`src/rtl/line_fill_pkg.sv`:
```
// Shared types and constants for the line-fill arbiter: FSM states, default
// geometry and the request-index bounds helper.
package line_fill_pkg;

  typedef enum logic [1:0] {
    S_IDLE  = 2'd0,
    S_FILL  = 2'd1,
    S_READY = 2'd2
  } state_t;

  localparam int DEF_DEPTH = 3;
  localparam int DEF_WIDTH = 8;

  // Requesters address entries with a fixed 2-bit index.
  localparam int SEL_W    = 2;
  localparam int SEL_SPAN = 1 << SEL_W;

  function automatic logic sel_in_bounds(input logic [SEL_W-1:0] sel, input int depth);
    return int'(sel) < depth;
  endfunction

endpackage

```
`src/rtl/line_fill_arbiter_rr_arb2.sv`:
```
// Two-way round-robin arbiter: one-hot grant, combinational in the request
// cycle; the last-grant pointer only moves when a grant is issued.
module rr_arb2 (
  input  logic       clk,
  input  logic       rst_n,
  input  logic       en,
  input  logic [1:0] req,
  output logic [1:0] gnt
);

  logic last;  // 1 = requester 1 won most recently

  always_comb begin
    gnt = 2'b00;
    if (en) begin
      if (&req) gnt = last ? 2'b01 : 2'b10;
      else      gnt = req;
    end
  end

  always_ff @(posedge clk or negedge rst_n) begin
    if (!rst_n)    last <= 1'b1;
    else if (|gnt) last <= gnt[1];
  end

endmodule

```
`src/rtl/line_fill_arbiter.sv`:
```
// Line buffer filled with an incrementing sequence from a seed, then read by
// two round-robin-arbitrated requesters with a one-cycle response.
module line_fill_arbiter
  import line_fill_pkg::*;
#(
  parameter int DEPTH = DEF_DEPTH,
  parameter int WIDTH = DEF_WIDTH
) (
  input  logic             clk,
  input  logic             rst_n,
  input  logic             fill_start,
  input  logic [WIDTH-1:0] base,
  output logic             fill_busy,
  output logic             lines_valid,
  input  logic             req0_valid,
  input  logic [SEL_W-1:0] req0_sel,
  output logic             req0_ready,
  input  logic             req1_valid,
  input  logic [SEL_W-1:0] req1_sel,
  output logic             req1_ready,
  output logic             rsp0_valid,
  output logic [WIDTH-1:0] rsp0_data,
  output logic             rsp0_err,
  output logic             rsp1_valid,
  output logic [WIDTH-1:0] rsp1_data,
  output logic             rsp1_err
);

  localparam int IDX_W = (DEPTH > 1) ? $clog2(DEPTH) : 1;
  localparam logic [IDX_W-1:0] IDX_LAST = IDX_W'(DEPTH - 1);

  state_t           state;
  logic [IDX_W-1:0] idx;
  logic [WIDTH-1:0] base_q;
  logic [WIDTH-1:0] mem [DEPTH];

  logic [1:0]       gnt;
  logic             arb_en;
  logic [WIDTH-1:0] rd0, rd1;
  logic             ok0, ok1;

  // Control FSM; fill_busy/lines_valid are registered alongside the state.
  always_ff @(posedge clk or negedge rst_n) begin
    if (!rst_n) begin
      state       <= S_IDLE;
      idx         <= '0;
      base_q      <= '0;
      fill_busy   <= 1'b0;
      lines_valid <= 1'b0;
    end else begin
      case (state)
        S_IDLE, S_READY: begin
          if (fill_start) begin
            state       <= S_FILL;
            idx         <= '0;
            base_q      <= base;
            fill_busy   <= 1'b1;
            lines_valid <= 1'b0;
          end
        end
        S_FILL: begin
          if (idx == IDX_LAST) begin
            state       <= S_READY;
            fill_busy   <= 1'b0;
            lines_valid <= 1'b1;
          end else begin
            idx <= idx + IDX_W'(1);
          end
        end
        default: begin
          state       <= S_IDLE;
          fill_busy   <= 1'b0;
          lines_valid <= 1'b0;
        end
      endcase
    end
  end

  // Fill stage: each entry is the previous entry plus one, wrapping at WIDTH.
  always_ff @(posedge clk or negedge rst_n) begin
    if (!rst_n) begin
      for (int i = 0; i < DEPTH; i++) mem[i] <= '0;
    end else if (state == S_FILL) begin
      if (idx == '0) mem[0] <= base_q;
      for (int i = 1; i < DEPTH; i++)
        if (idx == IDX_W'(i)) mem[i] <= mem[i-1] + WIDTH'(1);
    end
  end

  // A fill request in READY takes priority over reads in that same cycle.
  assign arb_en = (state == S_READY) && !fill_start;

  rr_arb2 u_arb (
    .clk   (clk),
    .rst_n (rst_n),
    .en    (arb_en),
    .req   ({req1_valid, req0_valid}),
    .gnt   (gnt)
  );

  assign req0_ready = gnt[0];
  assign req1_ready = gnt[1];

  assign ok0 = sel_in_bounds(req0_sel, DEPTH);
  assign ok1 = sel_in_bounds(req1_sel, DEPTH);

  // Out-of-range indices match no entry and so read as zero.
  always_comb begin
    rd0 = '0;
    rd1 = '0;
    for (int i = 0; i < DEPTH; i++) begin
      if (int'(req0_sel) == i) rd0 = mem[i];
      if (int'(req1_sel) == i) rd1 = mem[i];
    end
  end

  // Response stage: data/err only update on a handshake, valid is a strobe.
  always_ff @(posedge clk or negedge rst_n) begin
    if (!rst_n) begin
      rsp0_valid <= 1'b0;
      rsp0_data  <= '0;
      rsp0_err   <= 1'b0;
      rsp1_valid <= 1'b0;
      rsp1_data  <= '0;
      rsp1_err   <= 1'b0;
    end else begin
      rsp0_valid <= gnt[0];
      rsp1_valid <= gnt[1];
      if (gnt[0]) begin
        rsp0_data <= ok0 ? rd0 : '0;
        rsp0_err  <= !ok0;
      end
      if (gnt[1]) begin
        rsp1_data <= ok1 ? rd1 : '0;
        rsp1_err  <= !ok1;
      end
    end
  end

endmodule
```
`config.mk`:
```
export PLATFORM = sky130hd
export DESIGN_NAME = line_fill_arbiter
export DESIGN_NICKNAME = d
export VERILOG_FILES = /design/src/rtl/line_fill_pkg.sv /design/src/rtl/line_fill_arbiter_rr_arb2.sv /design/src/rtl/line_fill_arbiter.sv
export SDC_FILE = /design/constraint.sdc
export NUM_CORES = 1
export LEC_CHECK = 0
export ABC_AREA = 1
export BUFFER_PORTS_ARGS = -buffer_cell sky130_fd_sc_hd__buf_2
export CAP_MARGIN = 25
export CORE_MARGIN = 4
export CORE_UTILIZATION = 45
export CTS_CLUSTER_SIZE = 30
export DETAILED_ROUTE_END_ITERATION = 6
export HOLD_SLACK_MARGIN = 0.06
export PLACE_DENSITY_LB_ADDON = 0.2
export SLEW_MARGIN = 20
export SYNTH_ARGS = -nofsm -noshare
export SYNTH_HDL_FRONTEND = slang
export SYNTH_SLANG_ARGS = --single-unit
```
`constraint.sdc`:
```
create_clock -name clk -period 2.4 [get_ports clk]
set_input_delay 0.6 -clock clk [delete_from_list [all_inputs] [get_ports clk]]
set_output_delay 0.6 -clock clk [all_outputs]
set_load 0.01 [all_outputs]
```
==> results of run 1 <==
registers in the layout, indices dropped and copies added (netlist names):
name and cells:
rsp0_data 8, rsp0_valid 1, state 2, fill_busy 1, u_arb.last 1, lines_valid 1, idx 2, mem 24
rsp1_data 8, rsp1_err 1, base_q 8, rsp0_err 1, rsp1_valid 1
cell usage after synthesis, drive strengths merged:
cell type / n / area (um2)
nand2: 125 / 482
clkbuf: 1 / 3.75
ha: 5 / 62.6
inv: 45 / 169
dfstp: 1 / 26.3
nor2: 25 / 111
dfrtp: 58 / 1450
o21ai: 54 / 270
nand4: 2 / 12.5
buf: 9 / 60.1
or2: 2 / 12.5
a21oi: 8 / 40.0
xnor2: 2 / 17.5
nand3: 37 / 185
cell type report:
type | instances | area, um2
fillers | 619 | 2940
repair buffers | 43 | 235
clock buffers | 14 | 163
inverters | 45 | 169
clock inverters | 2 | 35.0
flip-flops and latches | 59 | 1480
multi-input cells | 260 | 1190
well taps | 77 | 96.3
power breakdown:
part | switching, mW | internal (mW) | leakage [nW]
logic | 0.882 | 0.503 | 0.950
clock network | 0.380 | 0.536 | 0.101
registers | 0.310 | 1.42 | 0.747
per-stage QoR:
step	hold slack (ns)	cell area [um2]	setup slack [ns]	cells	power, mW
3_5_place_dp	0.458	3170	0.448	484	3.13
6_report	0.245	3370	0.388	500	4.03
5_1_grt	0.272	3370	0.286	500	4.41
4_1_cts	0.252	3370	0.359	500	4.07
2_1_floorplan	0.304	2900	0.667	374	2.70
3_3_place_gp	0.452	3170	0.466	484	3.08
cells by family (layout without fill, tap and decap cells):
family | after synthesis | in the layout
AND/OR/NAND/NOR | 191 | 191
adder cells (fa/ha/maj) | 5 | 5
XOR/XNOR | 2 | 2
flip-flops | 59 | 59
AO/OA/AOI/OAI | 62 | 62
buffers and inverters | 55 | 104
worst max-delay path, cell delays in order, from the launching register on:
cell	delay, ns
dfrtp_1	0.41
nor2_2	0.15
nand2_2	0.10
nor2_4	0.22
buf_2	0.18
layer usage:
layer / track usage / vias to the layer above
li1: - / 1270
met1: 0.236 / 1105
met2: 0.295 / 71
met3: 0.0596 / 11
met4: 0.0742 / 0
met5: 0 / -
path summary, 6_finish.rpt:
| path | startpoint | to | slack, ns | cells after the start |
|---|---|---|---|---|
| setup / recovery | state[0] | req1_ready | 0.39 | 4 |
| hold / removal | rst_n | rsp1_valid | 0.24 | 2 |
| setup reg to reg | u_arb.last | rsp0_data[5] | 0.90 | 4 |
| hold reg to reg | rsp1_data[4] | rsp1_data[4] | 0.47 | 2 |
| max in group asynchronous | rst_n | u_arb.last | 1.86 | 2 |
| min in group clk | rsp1_data[4] | rsp1_data[4] | 0.47 | 2 |
==> flow_metrics.py, run 1 <==
metrics = {
    "run_status": {
        "status": "complete, no violations",
    },
    "synth": {
        "yosys.area_share.adder": 0.0215,
        "synth-xor-area-share": 0.00603,
        "ys_seq_area_frac": 0.509,
        "synth_top_family_by_area": "simple AND/OR/NAND/NOR gates",
        "synthCells": 374,
        "yosysWarnings": 0,
        "synth_compound_area_frac": 0.107,
        "synth.area.mux_share": 0,
        "syn_avg_cell_area_um2": 7.76,
        "netlist_area_um2": 2900,
        "ys_types": 22,
        "synth-seq-cells": 59,
        "synthSimpleGateAreaFrac": 0.277,
        "syn_nets": 396,
    },
    "clock_network": {
        "clkLatencyLatePin_ns": 0.35,
        "cts_tree": "yes",
        "cts_sinks": 59,
        "numCtsBuffers": 9,
        "clock_path_buffers": 2,
        "ctsHoldBuffers": 0,
        "post_cts_buffers": 0,
        "clock-root-buffer": "clkbuf_8",
        "post_cts_resized": 0,
        "path_clk_slew_ns": 0.06,
        "htree_levels": 3,
    },
    "timing": {
        "period_needed_ns": 2.01,
        "finalHoldViolations": 0,
        "period_share": 0.838,
        "fmax_mhz": 497,
        "finalMaxSlewViolations": 0,
        "finalSetupTns_ns": 0,
        "maxSlewHeadroom": 0.627,
        "fin_skew_ns": 0.00674,
        "rsz0062_at_grt": "no",
        "tightest_slew_ns": 0.557,
        "setup_viol": 0,
    },
    "die": {
        "coreArea_um2": 6310,
        "die-width_um": 88.3,
        "rows": 29,
        "initial_core_util": 0.460,
        "io_pins": 41,
        "fp.dieH_um": 88.3,
        "die-area_um2": 7800,
    },
    "global_routing": {
        "grt_max_degree": 60,
        "grt_pass1_vias": 2367,
        "grt_pass1_wl_um": 11100,
        "track_usage": 0.186,
        "grt_overflow": 0,
        "grt_antenna_before_repair": 0,
    },
    "final_layout": {
        "final_common_cell": "nand2_1",
        "area_delta_synth_final_pct": 16.0,
        "post-route-util": 0.534,
        "antennaDiodeCount": 0,
        "drive_gt1_frac": 0.158,
        "nNetsFinal": 440,
        "layout_common_cells": "nand2_1 (122), dfrtp_1 (58), o21ai_0 (51)",
    },
    "critical_path": {
        "cp.arrival_ns": 1.41,
        "start_kind": "flip-flop",
        "cp_max_fo": 9,
        "critPathCaptureType": "output port",
        "worst-setup-path-type": "flip-flop to output port",
        "required_ns": 1.80,
    },
    "detailed_routing": {
        "dr.pass1.iters": 4,
        "ant_nets": 0,
        "wl_per_cell_um": 12.8,
        "wl_met2_um": 2870,
        "first_iter_violations": 103,
        "drc_errors": 0,
        "drt-total-wl_um": 6380,
        "met3_length_um": 364,
        "vias": 2457,
        "via_per_inst": 4.91,
        "highest_layer": "met4",
        "wl_met1_um": 3010,
    },
    "power": {
        "power_density_nw_per_um2": 1200,
        "leakagePower_nw": 1.80,
        "vdd_drop_max_uv": 584,
    },
    "hold_path": {
        "hp-class": "primary input to asynchronous set/reset pin",
    },
    "flow_run": {
        "maxCapViolations": 0,
    },
    "placed_design": {
        "gp_congestion": 0.942,
        "port_buffers": 40,
        "dp_hpwl_um": 4630,
    },
}
No activity file was read; power rests on OpenSTA's default activity.
==> run 2, diff against run 1 <==
clock period = 2 ns   (was 2.4 ns; I/O delays follow)
==> run 2 against run 1 <==
Register-to-register slack got worse by 0.31 ns. Flip-flop and latch count is the same. Worst hold slack lost 0.11 ns. Worst setup slack worse by 0.16 ns. Utilization rose by 0.42 points. Clock-buffer cell count is 3 lower. Wire length down 0.64%. Cell area is 0.78% higher. Power is 19% higher. Die area unchanged. Global-route usage is 0.35 points lower. Critical path depth unchanged. Largest power group unchanged.
==> flow_metrics.py, run 2 (synthesized netlist as in run 1, its figures left out) <==
metrics = {
    "run_status": {
        "status": "complete, no violations",
    },
    "detailed_routing": {
        "ant_nets": 0,
        "via_per_inst": 4.93,
        "vias": 2484,
        "first_iter_violations": 115,
        "dr.pass1.iters": 5,
        "drt-total-wl_um": 6340,
        "wl_per_cell_um": 12.6,
        "drc_errors": 0,
    },
    "timing": {
        "period_needed_ns": 1.77,
        "setup_ws_ns": 0.231,
        "maxSlewHeadroom": 0.659,
        "period_share": 0.885,
        "tightest_slew_ns": 0.511,
        "fin_skew_ns": 0.00740,
        "rsz0062_at_grt": "no",
        "finalHoldViolations": 0,
        "fmax_mhz": 565,
        "finalSetupTns_ns": 0,
        "setup_viol": 0,
        "finalMaxSlewViolations": 0,
    },
    "hold_path": {
        "hp-class": "primary input to asynchronous set/reset pin",
    },
    "clock_network": {
        "post_cts_resized": 0,
        "cts_tree": "yes",
        "clkLatencyLatePin_ns": 0.33,
        "ctsHoldBuffers": 0,
        "htree_levels": 3,
        "clock_path_buffers": 2,
        "clock-root-buffer": "clkbuf_8",
        "cts_sinks": 59,
        "post_cts_buffers": 0,
        "path_clk_slew_ns": 0.07,
        "numCtsBuffers": 9,
    },
    "critical_path": {
        "ff2ff_path_depth": 7,
        "cp_max_fo": 4,
        "ff2ff_setup_slack_ns": 0.59,
        "required_ns": 1.50,
        "critPathCaptureType": "output port",
        "r2r_start": "idx[0]",
        "cp.arrival_ns": 1.27,
        "worst-setup-path-type": "flip-flop to output port",
        "start_kind": "flip-flop",
        "r2r_end": "mem[2]",
    },
    "global_routing": {
        "grt_max_degree": 23,
        "grtUsageMet2": 0.294,
        "busiest_layer": "met2",
        "grt_antenna_before_repair": 0,
        "grtUsageMet3": 0.0298,
        "grt_pass1_wl_um": 10900,
        "grt_use_met1": 0.233,
        "grt_pass1_vias": 2400,
        "grt_overflow": 0,
        "track_usage": 0.182,
    },
    "placed_design": {
        "dp_cells": 488,
        "dp_hpwl_um": 4740,
        "dp_worst_setup_slack_ns": 0.379,
        "placed_area_um2": 3200,
        "port_buffers": 40,
        "gp_congestion": 0.896,
    },
    "die": {
        "die-area_um2": 7800,
        "rows": 29,
        "io_pins": 41,
        "fp.dieH_um": 88.3,
        "initial_core_util": 0.460,
        "die-width_um": 88.3,
        "coreArea_um2": 6310,
    },
    "final_layout": {
        "nNetsFinal": 444,
        "final_common_cell": "nand2_1",
        "final_cells": 504,
        "area_delta_synth_final_pct": 16.9,
        "layout_common_cells": "nand2_1 (122), dfrtp_1 (58), o21ai_0 (51)",
        "top_register": "mem",
        "drive_gt1_frac": 0.171,
        "fin_area_um2": 3400,
        "antennaDiodeCount": 0,
        "largest_reg_flops": 24,
    },
    "power": {
        "leakagePower_nw": 1.82,
        "power.total_mw": 4.81,
        "vdd_drop_max_uv": 644,
        "power_density_nw_per_um2": 1420,
    },
    "flow_run": {
        "maxCapViolations": 0,
    },
}
run 2: changes by cell type in the layout (fill, tap and decap cells not counted):
cell / before / now
clkinv_2: 1 / 3
clkbuf_1: 3 / 1
clkinvlp_4: 0 / 1
buf_4: 2 / 6
clkbuf_8: 11 / 10
run 2: worst max path at each step:
stage	slack [ns]	from	cells after the start	to
floorplan	0.47	fill_start	3	req0_ready
global placement	0.39	fill_start	5	req0_ready
detailed placement	0.38	fill_start	5	req0_ready
CTS	0.20	state[0]	4	req0_ready
global route	0.09	state[0]	4	req0_ready
finish	0.23	state[0]	4	req0_ready
run 2: metrics by stage:
step                      hold WS [ns]   util
after detailed placement         0.460  0.507
after global routing             0.161  0.538
after CTS                        0.144  0.538
final                            0.130  0.538
after floorplan                  0.204      -
after global placement           0.451  0.507
run 2: area by class of cell:
cell class	count	area [um2]
Clock buffer	11	141
Clock inverter	5	52.6
Fill cell	634	2920
Timing Repair Buffer	47	265
Tap cell	77	96.3
Multi-Input combinational cell	260	1190
Inverter	45	169
Sequential cell	59	1480
run 2: per-layer routing:
layer	up-vias	part of all wire
met2	64	0.45
met3	10	0.058
met4	0	0.023
met5	-	0
li1	1283	-
met1	1127	0.47
run 2: where the power goes:
group	leakage (nW)	switching, mW	internal [mW]	total, mW
combinational	0.970	1.05	0.611	1.66
sequential	0.747	0.376	1.70	2.07
clock	0.0991	0.467	0.603	1.07
total	1.82	1.90	2.91	4.81
run 2: critical path, stage by stage (launching register included):
cell and delay, ns:
dfrtp_1 0.41, nor2_2 0.15, nand2_2 0.10, nor2_1 0.14, buf_2 0.15
